### src/rtl/tcpc_tx_arbiter.sv
// Shares the PHY transmitter between GoodCRC replies and TCPM transmissions.
// GoodCRC has strict priority; a queued TX frame is dropped when a GoodCRC request preempts it.
module tcpc_tx_arbiter #(
    parameter logic [15:0] TX_TIMEOUT = 16'd1000
) (
    input  logic        clk,
    input  logic        hard_reset,
    input  logic [7:0]  MESSAGE_HEADER_INFO,
    input  logic        rx_goodcrc_req,
    input  logic [2:0]  rx_msg_id,
    input  logic        tx_req,
    input  logic [7:0]  TX_BUF_HEADER_BYTE_0,
    input  logic [7:0]  TX_BUF_HEADER_BYTE_1,
    input  logic        phy_rx_busy,
    input  logic        phy_tx_done,
    input  logic        phy_tx_fail,
    output logic        phy_tx_start,
    output logic [15:0] phy_tx_header,
    output logic        phy_tx_goodcrc,
    output logic        GoodCRC_Transmission_Complete,
    output logic        tx_success,
    output logic        tx_discarded,
    output logic        tx_failed,
    output logic        busy,
    output logic [2:0]  dbg_state
);

    typedef enum logic [2:0] {
        IDLE    = 3'd0,
        GC_WAIT = 3'd1,
        GC_SEND = 3'd2,
        TX_WAIT = 3'd3,
        TX_SEND = 3'd4
    } state_t;

    state_t      state, state_nxt;
    logic        gc_pend, gc_pend_nxt;
    logic [2:0]  gc_id, gc_id_nxt;
    logic        tx_pend, tx_pend_nxt;
    logic [15:0] tx_hdr, tx_hdr_nxt;
    logic [15:0] timer, timer_nxt;

    logic        start_nxt, goodcrc_nxt, gc_done_nxt, success_nxt, discarded_nxt, failed_nxt, busy_nxt;
    logic [15:0] header_nxt;

    logic        discard, timeout, finish, launch_gc, launch_tx;
    logic [15:0] gc_header;
    logic        unused_mih;

    assign unused_mih = ^MESSAGE_HEADER_INFO[7:4];
    assign dbg_state  = state;

    // A GoodCRC request drops any TX frame that has been requested but not yet started.
    assign discard   = rx_goodcrc_req && (tx_pend || state == TX_WAIT);
    assign timeout   = (timer == TX_TIMEOUT - 16'd1);
    assign finish    = phy_tx_done || phy_tx_fail || timeout;
    assign launch_gc = (state == GC_WAIT) && !phy_rx_busy;
    assign launch_tx = (state == TX_WAIT) && !phy_rx_busy && !discard;
    assign gc_header = {4'b0000, gc_id, MESSAGE_HEADER_INFO[0], MESSAGE_HEADER_INFO[2:1],
                        MESSAGE_HEADER_INFO[3], 5'b00001};

    always_ff @(posedge clk) begin
        if (!hard_reset) begin
            state                         <= IDLE;
            gc_pend                       <= 1'b0;
            gc_id                         <= 3'd0;
            tx_pend                       <= 1'b0;
            tx_hdr                        <= 16'h0000;
            timer                         <= 16'h0000;
            phy_tx_start                  <= 1'b0;
            phy_tx_header                 <= 16'h0000;
            phy_tx_goodcrc                <= 1'b0;
            GoodCRC_Transmission_Complete <= 1'b0;
            tx_success                    <= 1'b0;
            tx_discarded                  <= 1'b0;
            tx_failed                     <= 1'b0;
            busy                          <= 1'b0;
        end else begin
            state                         <= state_nxt;
            gc_pend                       <= gc_pend_nxt;
            gc_id                         <= gc_id_nxt;
            tx_pend                       <= tx_pend_nxt;
            tx_hdr                        <= tx_hdr_nxt;
            timer                         <= timer_nxt;
            phy_tx_start                  <= start_nxt;
            phy_tx_header                 <= header_nxt;
            phy_tx_goodcrc                <= goodcrc_nxt;
            GoodCRC_Transmission_Complete <= gc_done_nxt;
            tx_success                    <= success_nxt;
            tx_discarded                  <= discarded_nxt;
            tx_failed                     <= failed_nxt;
            busy                          <= busy_nxt;
        end
    end

    always_comb begin
        state_nxt = state;
        case (state)
            IDLE: begin
                if (discard || gc_pend) state_nxt = GC_WAIT;
                else if (tx_pend)       state_nxt = TX_WAIT;
            end
            GC_WAIT: if (!phy_rx_busy) state_nxt = GC_SEND;
            TX_WAIT: begin
                if (discard)           state_nxt = GC_WAIT;
                else if (!phy_rx_busy) state_nxt = TX_SEND;
            end
            GC_SEND, TX_SEND: if (finish) state_nxt = IDLE;
            default: state_nxt = IDLE;
        endcase
    end

    always_comb begin
        gc_pend_nxt   = rx_goodcrc_req ? 1'b1 : (launch_gc ? 1'b0 : gc_pend);
        gc_id_nxt     = rx_goodcrc_req ? rx_msg_id : gc_id;
        tx_pend_nxt   = tx_req ? 1'b1 : ((discard || launch_tx) ? 1'b0 : tx_pend);
        tx_hdr_nxt    = tx_req ? {TX_BUF_HEADER_BYTE_1, TX_BUF_HEADER_BYTE_0} : tx_hdr;
        timer_nxt     = timer;
        start_nxt     = launch_gc || launch_tx;
        header_nxt    = phy_tx_header;
        goodcrc_nxt   = phy_tx_goodcrc;
        gc_done_nxt   = 1'b0;
        success_nxt   = 1'b0;
        failed_nxt    = 1'b0;
        discarded_nxt = discard;
        if (launch_gc) begin
            header_nxt  = gc_header;
            goodcrc_nxt = 1'b1;
            timer_nxt   = 16'h0000;
        end else if (launch_tx) begin
            header_nxt  = tx_hdr;
            goodcrc_nxt = 1'b0;
            timer_nxt   = 16'h0000;
        end
        if (state == GC_SEND || state == TX_SEND) begin
            if (finish) goodcrc_nxt = 1'b0;
            else        timer_nxt   = timer + 16'd1;
        end
        // Done wins over a same-cycle timeout; done together with fail counts as fail.
        if (state == GC_SEND) gc_done_nxt = phy_tx_done || phy_tx_fail;
        if (state == TX_SEND) begin
            success_nxt = phy_tx_done && !phy_tx_fail;
            failed_nxt  = phy_tx_fail || (timeout && !phy_tx_done);
        end
        busy_nxt = (state_nxt != IDLE) || gc_pend_nxt || tx_pend_nxt;
    end

endmodule

### config.mk
export PLATFORM = sky130hd
export DESIGN_NAME = tcpc_tx_arbiter
export DESIGN_NICKNAME = d
export VERILOG_FILES = /design/src/rtl/tcpc_tx_arbiter.sv
export SDC_FILE = /design/constraint.sdc
export NUM_CORES = 1
export LEC_CHECK = 0
export ABC_CLOCK_PERIOD_IN_PS = 3000
export BUFFER_PORTS_ARGS = -buffer_cell sky130_fd_sc_hd__buf_2
export CORE_ASPECT_RATIO = 1.25
export CORE_MARGIN = 8
export CORE_UTILIZATION = 57
export CTS_CLUSTER_DIAMETER = 40
export DETAILED_ROUTE_END_ITERATION = 10
export PLACE_DENSITY = 0.83
export SYNTH_ARGS = -nofsm -noshare
export SYNTH_HDL_FRONTEND = slang
export SYNTH_SLANG_ARGS = --single-unit
### constraint.sdc
create_clock -name clk -period 3 [get_ports clk]
set_clock_uncertainty 0.15 [all_clocks]
set_input_delay 0.15 -clock clk [delete_from_list [all_inputs] [get_ports clk]]
set_output_delay 0.15 -clock clk [all_outputs]
set_load 0.02 [all_outputs]
# Word level (Yosys, flattened, before mapping)
# Index checks and enable logic that the tools add are counted.
# Widths: inputs -> output; s select.
# totals
reg_bits	63
inputBits	34
elab_cells	70
output_inout_bits	26
# op_classes
reduce_logical	27
muxes	21
n_addsub	1
n_bitwise	1
n_eq_ne	5
# op_table
operator	count
$mux 16	4
$mux 12	2
$mux 3	6
$add 16x1->16 const B	1
$eq 16x10->1 const B	1
$pmux 3 s4	1
$logic_or 1x1->1	10
$mux 1	8
$eq 3x2->1 const B	2
$logic_and 1x1->1	6
$logic_not 1->1	4
$reduce_and 2->1	2
$reduce_or 2->1	2
$eq 3x1->1 const B	1
$eq 3x3->1 const B	1
$logic_not 3->1	1
$reduce_bool 3->1	1
$reduce_bool 2->1	1
$not 1->1	1

# Logic depth before layout (Yosys ltp)
# Gate-level depths: netlist of run 1.
# logic_depth
ltp_word	9
mapped_depth	7
depth_no_buf	5

# Worst setup path before layout of run 1
# OpenSTA, ideal clock, no wires.
# synth_timing
kind	reg-to-reg
startpoint	register state[2] (netlist: dbg_state[2])
endpoint	register timer[13]
n_path_buf	3
arrival_ps	1871
required_time_ps	2759
setup_slack_ps	888
stages_incl_launch_ff	8
synth_period_minus_slack_ps	2112
setup_time_ps	91
path_cell_list	dfxtp_1 -> buf_4 -> xnor2_1 -> or3_1 -> buf_2 -> buf_6 -> o41a_1 -> a311oi_1
# synth_via
elab_chain_cells	9
elab_cells_between_ends	15
classes_between	4 x eq/ne; 4 x mux; 7 x reduce/logical
# synth_lines
element	line	text
from (decl)	36	state_t state, state_nxt;
from (signal assigned)	79	state <= state_nxt;
$eq 3x2->1	54, 58	
$logic_or 1x1->1	54	assign discard = rx_goodcrc_req && (tx_pend || state == TX_WAIT);
$logic_and 1x1->1	54	
$logic_not 1->1	58	assign launch_tx = (state == TX_WAIT) && !phy_rx_busy && !discard;
$logic_and 1x1->1	58	
$mux 16	130	end else if (launch_tx) begin
$mux 16	126	if (launch_gc) begin
$mux 16	136	if (finish) goodcrc_nxt = 1'b0;
$mux 16 *	135	if (state == GC_SEND || state == TX_SEND) begin
to (signal assigned)	84	timer <= timer_nxt;
to (decl)	41	logic [15:0] timer, timer_nxt;
# Mark *: on every way between the ends. The rest lies on a longest branch, timed or not.
# A chain may end at the register's enable or synchronous reset.

# Worst setup path after layout of run 1
# layout_timing
startpoint	input phy_tx_fail
endpoint	register timer[11]
# layout_via
elab_chain_cells	4
# layout_lines
element	line	text
from (decl)	16	input logic phy_tx_fail,
$logic_or 1x1->1 (2 in series)	56	assign finish = phy_tx_done || phy_tx_fail || timeout;
$mux 16	136	
$mux 16	135	
# No other way between the ends.

==> flow_summary.ini, run 1 <==
[outcome]
status = complete, no violations

[placed_design]
io_buffers = 55
gp_congestion = 0.812
post-dp-hpwl_mm = 4.32

[drt]
route.met3.wl_microns = 474
viasPerCell = 5.97
wl_met2_mm = 3.69
drt_iter0_drc = 152
num_vias = 2598
wirelength_mm = 7.27
drc_errors = 0
antenna_left = 0
top_layer = met4
wl_met1_mm = 2.91
dr.pass1.iters = 4
drt-wirelength-per-cell_microns = 16.7

[timing]
rsz0062_at_grt = false
max_freq_mhz = 421
hold_viol_final = 0
setup_viol = 0
tns_ns = 0
fin_crit_ns = 2.38
final-max-slew-violation-count = 0
min_period_over_period_pct = 79.2
slew_headroom_pct = 50.8
worst_pin_slew_ns = 0.738

[clock_tree]
insertion_delay_ns = 0.34
cts_resized = 0
clock-sinks = 63
ctsRootBufferMaster = clkbuf_8
clock_path_buffers = 2
cts_hold_buf = 25
cts_tree = done
htreeDepth = 3
cts_setup_buffers = 0
clk_pin_slew_ns = 0.07
cts_made_buffers = 9

[power_and_ir_drop]
seqPwrFrac_pct = 46.4
power_density_nw_per_um2 = 556
intPower_mw = 1.46
power_frac_clock_pct = 43.9
power.share.combinational_pct = 9.7
p_sw_share_pct = 23.7
p_leak_nw = 1.44
p_switching_mw = 0.455
power_mw = 1.92
peakVddDrop_v = 0.000421

[final_layout]
final_common_cell = dfxtp_1
diodes = 0
drive_above_1_share_pct = 20.8
syn_to_final_growth_pct = 28.7
final_cell_mix = 63 x dfxtp_1, 55 x buf_2, 31 x nand2_1, 29 x a21oi_1
nets = 405

[synth]
synth_edf_count = 0
netlist_area_sq_um = 2680
synth_fp_nets = 330
synthFlopType = dfxtp_1
synth-xor-area-share_pct = 0.327
synth_compound_area_share_pct = 18.0
synth_adder_area_share_pct = 0.467
synth-simple-area-share_pct = 22.1
synth_top_family_by_area = simple AND/OR/NAND/NOR gates
ys_seq_area_share_pct = 47.0
syn_area_per_cell_sq_um = 9.09
ys_ff_latch = 63
yosysWarnings = 0
synth_cell_types = 50
synthArstFlopShare_pct = 0
netlist_instances = 295
synth_mux_area_share_pct = 7.47

[worst_setup_path]
critPathKind = primary input to flip-flop
cp-endpoint = timer[11]$_SDFF_PN0_
rr_worst_depth = 4
end_kind = flip-flop
worstReg2RegEnd = timer[11]$_SDFF_PN0_
startpoint = phy_tx_fail
crit_required_ns = 3.12
reg2reg_from = dbg_state[1]$_SDFF_PN0_
startpoint_type = primary input
crit_fanout = 26
ff2ff_setup_slack_ns = 0.67
critPathArrivalTime_ns = 2.50

[global_route]
grt_pass1_wl_mm = 12.0
grt_pass1_vias = 2601
grt_antenna_before_repair = 0
grt_overflow_total = 0
track_usage_pct = 20.7
grt_max_degree = 30

[floorplanning]
core-area_sq_um = 4620
die_h_microns = 92.7
dieWidth_microns = 77.3
initial_utilization_pct = 58.0
die_area_sq_um = 7170
rows = 28
io_pins = 60

[worst_hold_path]
hold_depth = 3
min_path_type = primary input to flip-flop

[flow_run]
drv_cap = 0
[power groups by stage]
| stage | registers (mW) | clock network, mW | logic [mW] |
|---|---|---|---|
| floorplan | 0.913 | 0 | 0.0915 |
| global placement | 0.906 | 0 | 0.151 |
| detailed placement | 0.906 | 0 | 0.155 |
| CTS | 0.888 | 0.851 | 0.181 |
| global route | 0.893 | 0.888 | 0.202 |
| finish | 0.889 | 0.842 | 0.186 |
[worst min-delay path by stage]
stage                             from  slack, ns                              to
5_1_grt                     hard_reset       0.04       phy_tx_goodcrc$_SDFF_PN0_
3_3_place_gp   TX_BUF_HEADER_BYTE_1[4]       0.23         tx_hdr[12]$_SDFFE_PN0P_
2_1_floorplan               hard_reset       0.14  phy_tx_header[11]$_SDFFE_PN0P_
3_5_place_dp   TX_BUF_HEADER_BYTE_1[2]       0.24         tx_hdr[10]$_SDFFE_PN0P_
4_1_cts                     hard_reset       0.01             timer[5]$_SDFF_PN0_
6_report                    hard_reset       0.03             timer[5]$_SDFF_PN0_
[sequential cells by signal, summed over array words and instances, names as in the netlist, 3 cells and up]
name	cells
phy_tx_header	16
timer	16
tx_hdr	16
dbg_state	3
gc_id	3
[synthesized netlist by cell type (all sizes together) (2+ instances only)]
| library cell | instances | area (sq um) |
|---|---|---|
| and4 | 3 | 26.3 |
| a21oi | 29 | 145 |
| o311ai | 9 | 78.8 |
| and3 | 5 | 31.3 |
| nand3 | 9 | 45.0 |
| a31oi | 2 | 12.5 |
| or4 | 10 | 75.1 |
| or4b | 2 | 20.0 |
| nand2 | 31 | 116 |
| o211ai | 4 | 30.0 |
| nor3 | 6 | 30.0 |
| mux2i | 20 | 200 |
| clkbuf | 14 | 52.6 |
| dfxtp | 63 | 1260 |
| nor2 | 25 | 93.8 |
| inv | 10 | 37.5 |
| and2 | 4 | 25.0 |
| a311oi | 2 | 17.5 |
| a21o | 2 | 15.0 |
| o211a | 2 | 20.0 |
| or3 | 3 | 18.8 |
| nor4b | 2 | 23.8 |
| o21ai | 2 | 10.0 |
| nand4 | 4 | 25.0 |
| buf | 5 | 33.8 |
| a22oi | 6 | 45.0 |
| o41a | 2 | 22.5 |
[kinds of logic after synthesis]
kind of cell             after synthesis
multiplexers                          20
AND/OR/NAND/NOR                      111
adder cells (fa/ha/maj)                1
XOR/XNOR                               1
AO/OA/AOI/OAI                         70
flip-flops                            63
buffers and inverters                 29
[per-layer routing]
metal  up-vias  GRT usage [%]
met5         -              0
met4         0           13.4
met3        23           6.10
met2        89           34.3
met1      1250           22.5
li1       1236              -
[area by class of cell]
cell class,count,area (sq um)
clock buffer,11,151
clock inverter,5,80.1
fill,331,1170
inverter,10,37.5
multi-input combinational,203,1300
sequential,63,1260
tap,60,75.1
timing repair buffer,83,548
[critical path: stages]
cell           delay (ns)
dlygate4sd3_1        0.53
buf_2                0.14
or2_4                0.27
or3_1                0.66
or4_1                0.60
a21oi_1              0.16
[through the flow]
step	setup slack (ns)	utilization, %	cells	hold WS [ns]	instance area, sq um
floorplan	0.888	-	295	0.138	2680
global placement	0.717	64.2	394	0.233	2970
detailed placement	0.675	64.2	394	0.243	2970
CTS	0.643	74.6	435	0.0131	3450
global route	0.475	74.6	435	0.0417	3450
finish	0.625	74.6	435	0.0329	3450
Note: power is estimated with default switching activity, not from simulation.
==> run 2: changes to the inputs <==
==> config.mk (replaced) <==
export PLATFORM = sky130hd
export DESIGN_NAME = tcpc_tx_arbiter
export DESIGN_NICKNAME = d
export VERILOG_FILES = /design/src/rtl/tcpc_tx_arbiter.sv
export SDC_FILE = /design/constraint.sdc
export NUM_CORES = 1
export LEC_CHECK = 0
export ABC_AREA = 1
export ABC_CLOCK_PERIOD_IN_PS = 2400
export BUFFER_PORTS_ARGS = -buffer_cell sky130_fd_sc_hd__buf_2
export CORE_ASPECT_RATIO = 1.25
export CORE_MARGIN = 8
export CORE_UTILIZATION = 54
export CTS_CLUSTER_DIAMETER = 40
export DETAILED_ROUTE_END_ITERATION = 10
export PLACE_DENSITY = 0.79
export SYNTH_ARGS = -nofsm -noshare
export SYNTH_HDL_FRONTEND = slang
export SYNTH_SLANG_ARGS = --single-unit
==> constraint.sdc (replaced) <==
create_clock -name clk -period 2.4 [get_ports clk]
set_clock_uncertainty 0.15 [all_clocks]
set_input_delay 0.12 -clock clk [delete_from_list [all_inputs] [get_ports clk]]
set_output_delay 0.12 -clock clk [all_outputs]
set_load 0.02 [all_outputs]
==> run 2 against run 1 <==
  * First-iteration DRC count down 11%
  * Cell count up 23%
  * Hold slack better by 0.040 ns
  * Design area up 3.3%
  * Utilization down 3.9 points
  * Count of clock-buffer cells in the layout up 1
  * Synthesized area up 4.5%
  * Global-route usage up 0.13 points
  * Die area up 8.3%
  * Critical path depth up 2
  * Via count up 8.8%
  * Critical path type is now flip-flop to flip-flop
==> flow_summary.ini, run 2 <==
[final_layout]
final_cell_mix = 79 x nand2_1, 78 x nor2_1, 63 x dfxtp_1, 55 x buf_2, 37 x o21ai_0
multi_input_area_sq_um = 1320
stdcell_area_sq_um = 3560
reg.largest.list = phy_tx_header x16, timer x16, tx_hdr x16
syn_to_final_growth_pct = 27.2
final_common_cell = nand2_1
drive_above_1_share_pct = 18.3
nets = 508
seqCellArea_sq_um = 1260
num-fill-cells = 411
diodes = 0
final_util_pct = 70.7

[worst_setup_path]
ff2ff_setup_slack_ns = 0.50
crit_required_ns = 2.48
startpoint_type = flip-flop
crit_fanout = 26
end_kind = flip-flop
critPathArrivalTime_ns = 1.98
critPathKind = flip-flop to flip-flop

[synth]
synth_area_leaders = dfxtp_1 45%, nand2_1 11%, nor2_1 10%, o21ai_0 6.6%, a21oi_1 4.5%
synth_top_family_by_area = simple AND/OR/NAND/NOR gates
synth-xor-area-share_pct = 0.313
synth_fp_nets = 425
syn_area_per_cell_sq_um = 7.19
synthTopCellsByCount = 79 x nand2_1, 78 x nor2_1, 63 x dfxtp_1, 37 x o21ai_0, 32 x inv_1
yosysWarnings = 0
ys_ff_latch = 63
synth_cell_types = 34
synth_top_area_share_pct = 45.0
synth_mux_area_share_pct = 0
synth_compound_area_share_pct = 15.0
netlist_area_sq_um = 2800
synth_adder_area_share_pct = 0.446
ys_seq_area_share_pct = 45.0
synthArstFlopShare_pct = 0
yosysTopAreaCell = dfxtp_1
synth-simple-area-share_pct = 31.3
yosysMostFrequentCell = nand2_1
netlist_instances = 390
synth_edf_count = 0
synthFlopType = dfxtp_1

[global_route]
grt_util_met3_pct = 5.09
grt_overflow_total = 0
grt_pass1_vias = 2899
busiest_layer = met2
track_usage_pct = 20.8
grt_antenna_before_repair = 0
grt_pass1_wl_mm = 12.8
grt_max_degree = 37
grt_use_met2_pct = 37.9
grt_util_met1_pct = 20.4

[timing]
min_period_over_period_pct = 79.2
max_freq_mhz = 526
tns_ns = 0
hold_viol_final = 0
final-max-slew-violation-count = 0
worst_pin_slew_ns = 0.679
setup_viol = 0
rsz0062_at_grt = false
fin_crit_ns = 1.90
slew_headroom_pct = 54.7

[clock_tree]
clock_path_buffers = 2
clk_pin_slew_ns = 0.06
clock-sinks = 63
cts_setup_buffers = 0
cts_made_buffers = 9
htreeDepth = 3
ctsRootBufferMaster = clkbuf_8
insertion_delay_ns = 0.33
cts_tree = done

[power_and_ir_drop]
p_leak_nw = 1.59
peakVddDrop_v = 0.000482
power_density_nw_per_um2 = 642
power_mw = 2.29

[flow_run]
drv_cap = 0

[drt]
viasPerCell = 5.26
drt_iter0_drc = 136
wirelength_mm = 7.42
drc_errors = 0
num_vias = 2827
dr.pass1.iters = 5
drt-wirelength-per-cell_microns = 13.8
antenna_left = 0

[floorplanning]
die_h_microns = 96.5
die_area_sq_um = 7770
dieWidth_microns = 80.4
rows = 29
io_pins = 60
initial_utilization_pct = 55.6
core-area_sq_um = 5040

[placed_design]
gp_congestion = 0.832
io_buffers = 55
placed_cell_area_sq_um = 3090
post-dp-hpwl_mm = 4.81

[worst_hold_path]
min_path_type = primary input to flip-flop

[outcome]
status = complete, no violations
[run 2: cell types whose count changed after synthesis, sizes merged, moves of 5 or more]
| cell | before | now |
|---|---|---|
| a22oi | 6 | 0 |
| nor2 | 25 | 80 |
| inv | 10 | 35 |
| nand3 | 9 | 21 |
| o21ai | 2 | 39 |
| nand2 | 31 | 83 |
| clkbuf | 14 | 8 |
| or4 | 10 | 0 |
| and3 | 5 | 0 |
| mux2i | 20 | 0 |
| o311ai | 9 | 0 |
[run 2: path summary, 6_finish.rpt]
path / startpoint / endpoint / depth (start not counted)
setup / recovery: timer[0]$_SDFF_PN0_ / timer[5]$_SDFF_PN0_ / 8
hold / removal: tx_req / tx_hdr[12]$_SDFFE_PN0P_ / 3
setup reg to reg: timer[0]$_SDFF_PN0_ / timer[5]$_SDFF_PN0_ / 8
hold reg to reg: tx_hdr[5]$_SDFFE_PN0P_ / tx_hdr[5]$_SDFFE_PN0P_ / 2
[run 2: area by class of cell]
class	count	area share, %
flip-flops and latches	63	35.4
inverters	35	3.69
clock inverters	1	0.842
multi-input cells	277	37.1
repair buffers	87	16.5
well taps	62	2.18
clock buffers	12	4.35
[run 2: power breakdown]
group	internal (mW)	switching, mW
combinational	0.110	0.166
clock	0.520	0.376
sequential	1.09	0.0273
total	1.72	0.569
[run 2: cell families (layout without fill, tap and decap cells)]
family / after synthesis / count (layout)
xor+xnor: 1 / 1
flops: 63 / 63
buf+inv: 50 / 135
compound gates: 76 / 76
fa+ha+maj: 1 / 1
simple gates: 199 / 199
[run 2: worst max-delay path, cell delays in order, from the launching register on]
cell     delay [ns]
dfxtp_1        0.42
ha_1           0.24
nand3_1        0.09
nor2_1         0.19
nand2_2        0.14
nand3_4        0.23
inv_1          0.13
o21ai_0        0.16
nor2_1         0.05
[run 2: metrics by stage]
step / cells / hold slack, ns / setup slack [ns]
2_1_floorplan: 390 / 0.0958 / 0.793
3_3_place_gp: 495 / 0.194 / 0.546
3_5_place_dp: 495 / 0.198 / 0.493
4_1_cts: 537 / 0.0546 / 0.495
5_1_grt: 537 / 0.0915 / 0.311
6_report: 537 / 0.0725 / 0.499
[run 2: timing repair]
item                                    in CTS  in global routing
hold buffers                                29                  0
gates resized for setup                      0                  0
endpoints found under the hold margin       26                  0
endpoints found under the setup margin       0                  0
[run 2: layer usage]
layer,wire length (microns),vias to the layer above
met3,386,20
met4,250,0
met5,0,-
met1,2860,1292
met2,3930,94
li1,-,1421
==> run 3: changes to the inputs <==
--- a/config.mk
+++ b/config.mk
@@ -6,7 +6,7 @@
 export NUM_CORES = 1
 export LEC_CHECK = 0
 export ABC_AREA = 1
-export ABC_CLOCK_PERIOD_IN_PS = 2400
+export ABC_CLOCK_PERIOD_IN_PS = 1950
 export BUFFER_PORTS_ARGS = -buffer_cell sky130_fd_sc_hd__buf_2
 export CORE_ASPECT_RATIO = 1.25
 export CORE_MARGIN = 8
==> constraint.sdc (replaced) <==
create_clock -name clk -period 1.95 [get_ports clk]
set_clock_uncertainty 0.15 [all_clocks]
set_input_delay 0.0975 -clock clk [delete_from_list [all_inputs] [get_ports clk]]
set_output_delay 0.0975 -clock clk [all_outputs]
set_load 0.02 [all_outputs]
==> run 3 against run 2 <==
  * Count of clock-buffer cells in the layout did not move
  * Hold slack got worse by 0.058 ns
  * Clock power rose by 27%
  * Non-clock buffer count rose by 7
  * Cell count rose by 1.7%
  * Flip-flop and latch count did not move
  * Via count barely moved
  * Global-route usage fell by 1.1 points
  * Die area did not move
  * Routed wire length fell by 1.4%
  * Register-to-register slack got worse by 0.25 ns
  * Critical path type unchanged
==> flow_summary.ini, run 3 (synthesized netlist as in run 2, its figures left out) <==
[outcome]
status = complete, no violations

[floorplanning]
die_area_sq_um = 7770
io_pins = 60
dieWidth_microns = 80.4
die_h_microns = 96.5
rows = 29
core-area_sq_um = 5040
initial_utilization_pct = 55.6

[power_and_ir_drop]
power_density_nw_per_um2 = 785
power.share.combinational_pct = 12.3
peakVddDrop_v = 0.000622
p_switching_mw = 0.724
power_mw = 2.86
power_frac_clock_pct = 39.7
p_leak_nw = 1.63
intPower_mw = 2.14
p_sw_share_pct = 25.3
seqPwrFrac_pct = 48.0

[timing]
hold_ws_ns = 0.0146
rsz0062_at_grt = false
hold_viol_final = 0
fin_crit_ns = 1.70
final-max-slew-violation-count = 0
worst_pin_slew_ns = 0.457
slew_headroom_pct = 69.5
tns_ns = 0
worst_slack_ns = 0.248
min_period_over_period_pct = 87.3
setup_viol = 0
max_freq_mhz = 588

[worst_setup_path]
critPathArrivalTime_ns = 1.79
startpoint_type = flip-flop
critPathMaxStageDelay_ns = 0.34
rr_worst_depth = 9
ff2ff_setup_slack_ns = 0.25
cp_common_cell = nor2_1
critPathKind = flip-flop to flip-flop
end_kind = flip-flop
crit_fanout = 19
crit_required_ns = 2.03
cpMaxStageDelayCell = dfxtp_1
worstPathCellList = ha_1 -> nand3_1 -> nor2_1 -> nand2_2 -> nand3_4 -> buf_12 -> o21ai_0 -> nand2_1 -> nor2_1

[final_layout]
stdcell_area_sq_um = 3640
syn_to_final_growth_pct = 30.0
reg.largest.list = phy_tx_header x16, timer x16, tx_hdr x16
final_cells = 546
nets = 515
final_cell_mix = 79 x nand2_1, 78 x nor2_1, 63 x dfxtp_1, 55 x buf_2, 37 x o21ai_0
drive_above_1_share_pct = 19.6
diodes = 0
final_util_pct = 72.3
final_common_cell = nand2_1

[global_route]
grt_max_degree = 37
track_usage_pct = 19.7
grt_overflow_total = 0
grt_pass1_wl_mm = 12.0
grt_pass1_vias = 2651
grt_antenna_before_repair = 0

[flow_run]
drv_cap = 0

[drt]
drt-wirelength-per-cell_microns = 13.4
drc_errors = 0
antenna_left = 0
num_vias = 2826
wirelength_mm = 7.31
dr.pass1.iters = 4
drt_iter0_drc = 153
viasPerCell = 5.18

[clock_tree]
ctsRootBufferMaster = clkbuf_8
cts_setup_buffers = 0
htreeDepth = 3
cts_made_buffers = 9
cts_resized = 0
clk_pin_slew_ns = 0.07
cts_hold_buf = 30
cts_tree = done
insertion_delay_ns = 0.34
clock_path_buffers = 2
clock-sinks = 63

[worst_hold_path]
min_path_type = primary input to flip-flop
hold_depth = 3

[placed_design]
gp_congestion = 0.813
pre_cts_slack_ns = 0.237
post-dp-hpwl_mm = 4.87
io_buffers = 55
dp_cells = 501
placed_cell_area_sq_um = 3150
[run 3: cell count changes in the layout (fill, tap and decap cells not counted)]
cell / change
dlygate4sd3_1: +1
clkinvlp_4: +1
buf_4: +5
clkinv_2: +1
buf_12: +1
[run 3: worst max-delay path, delay by kind of cell (launching register included)]
kind	cells	cell delay [ns]
AOI/OAI and AO/OA	1	0.09
and+or+nand+nor	6	0.65
buffers and inverters	1	0.15
DFF	1	0.34
adders and majority gates	1	0.21
[run 3: power by group through the flow]
stage / Clock [mW] / Combinational, mW / Sequential [mW]
after global placement: 0 / 0.290 / 1.40
final: 1.14 / 0.351 / 1.37
after detailed placement: 0 / 0.297 / 1.40
after global routing: 1.22 / 0.388 / 1.38
after floorplan: 0 / 0.171 / 1.43
after CTS: 1.16 / 0.348 / 1.37
[run 3: cell type report]
class                   instances  area (sq um)
repair buffers                 94           656
inverters                      35           131
multi-input cells             277          1320
clock buffers                  12           155
flip-flops and latches         63          1260
fillers                       398          1400
well taps                      62          77.6
clock inverters                 3          42.5
[run 3: routing by layer]
metal / track usage (%) / up-vias / wire length [microns] / share of wire, %
li1: - / 1439 / - / -
met1: 20.1 / 1291 / 2850 / 39
met2: 35.5 / 83 / 3830 / 52
met3: 6.76 / 13 / 487 / 6.7
met4: 8.66 / 0 / 142 / 1.9
met5: 0 / - / 0 / 0
[run 3: final timing paths]
kind | startpoint | to
max | timer[1]$_SDFF_PN0_ | timer[6]$_SDFF_PN0_
min | tx_req | tx_pend$_SDFF_PN0_
max reg2reg | timer[1]$_SDFF_PN0_ | timer[6]$_SDFF_PN0_
min reg2reg | tx_hdr[5]$_SDFFE_PN0P_ | tx_hdr[5]$_SDFFE_PN0P_
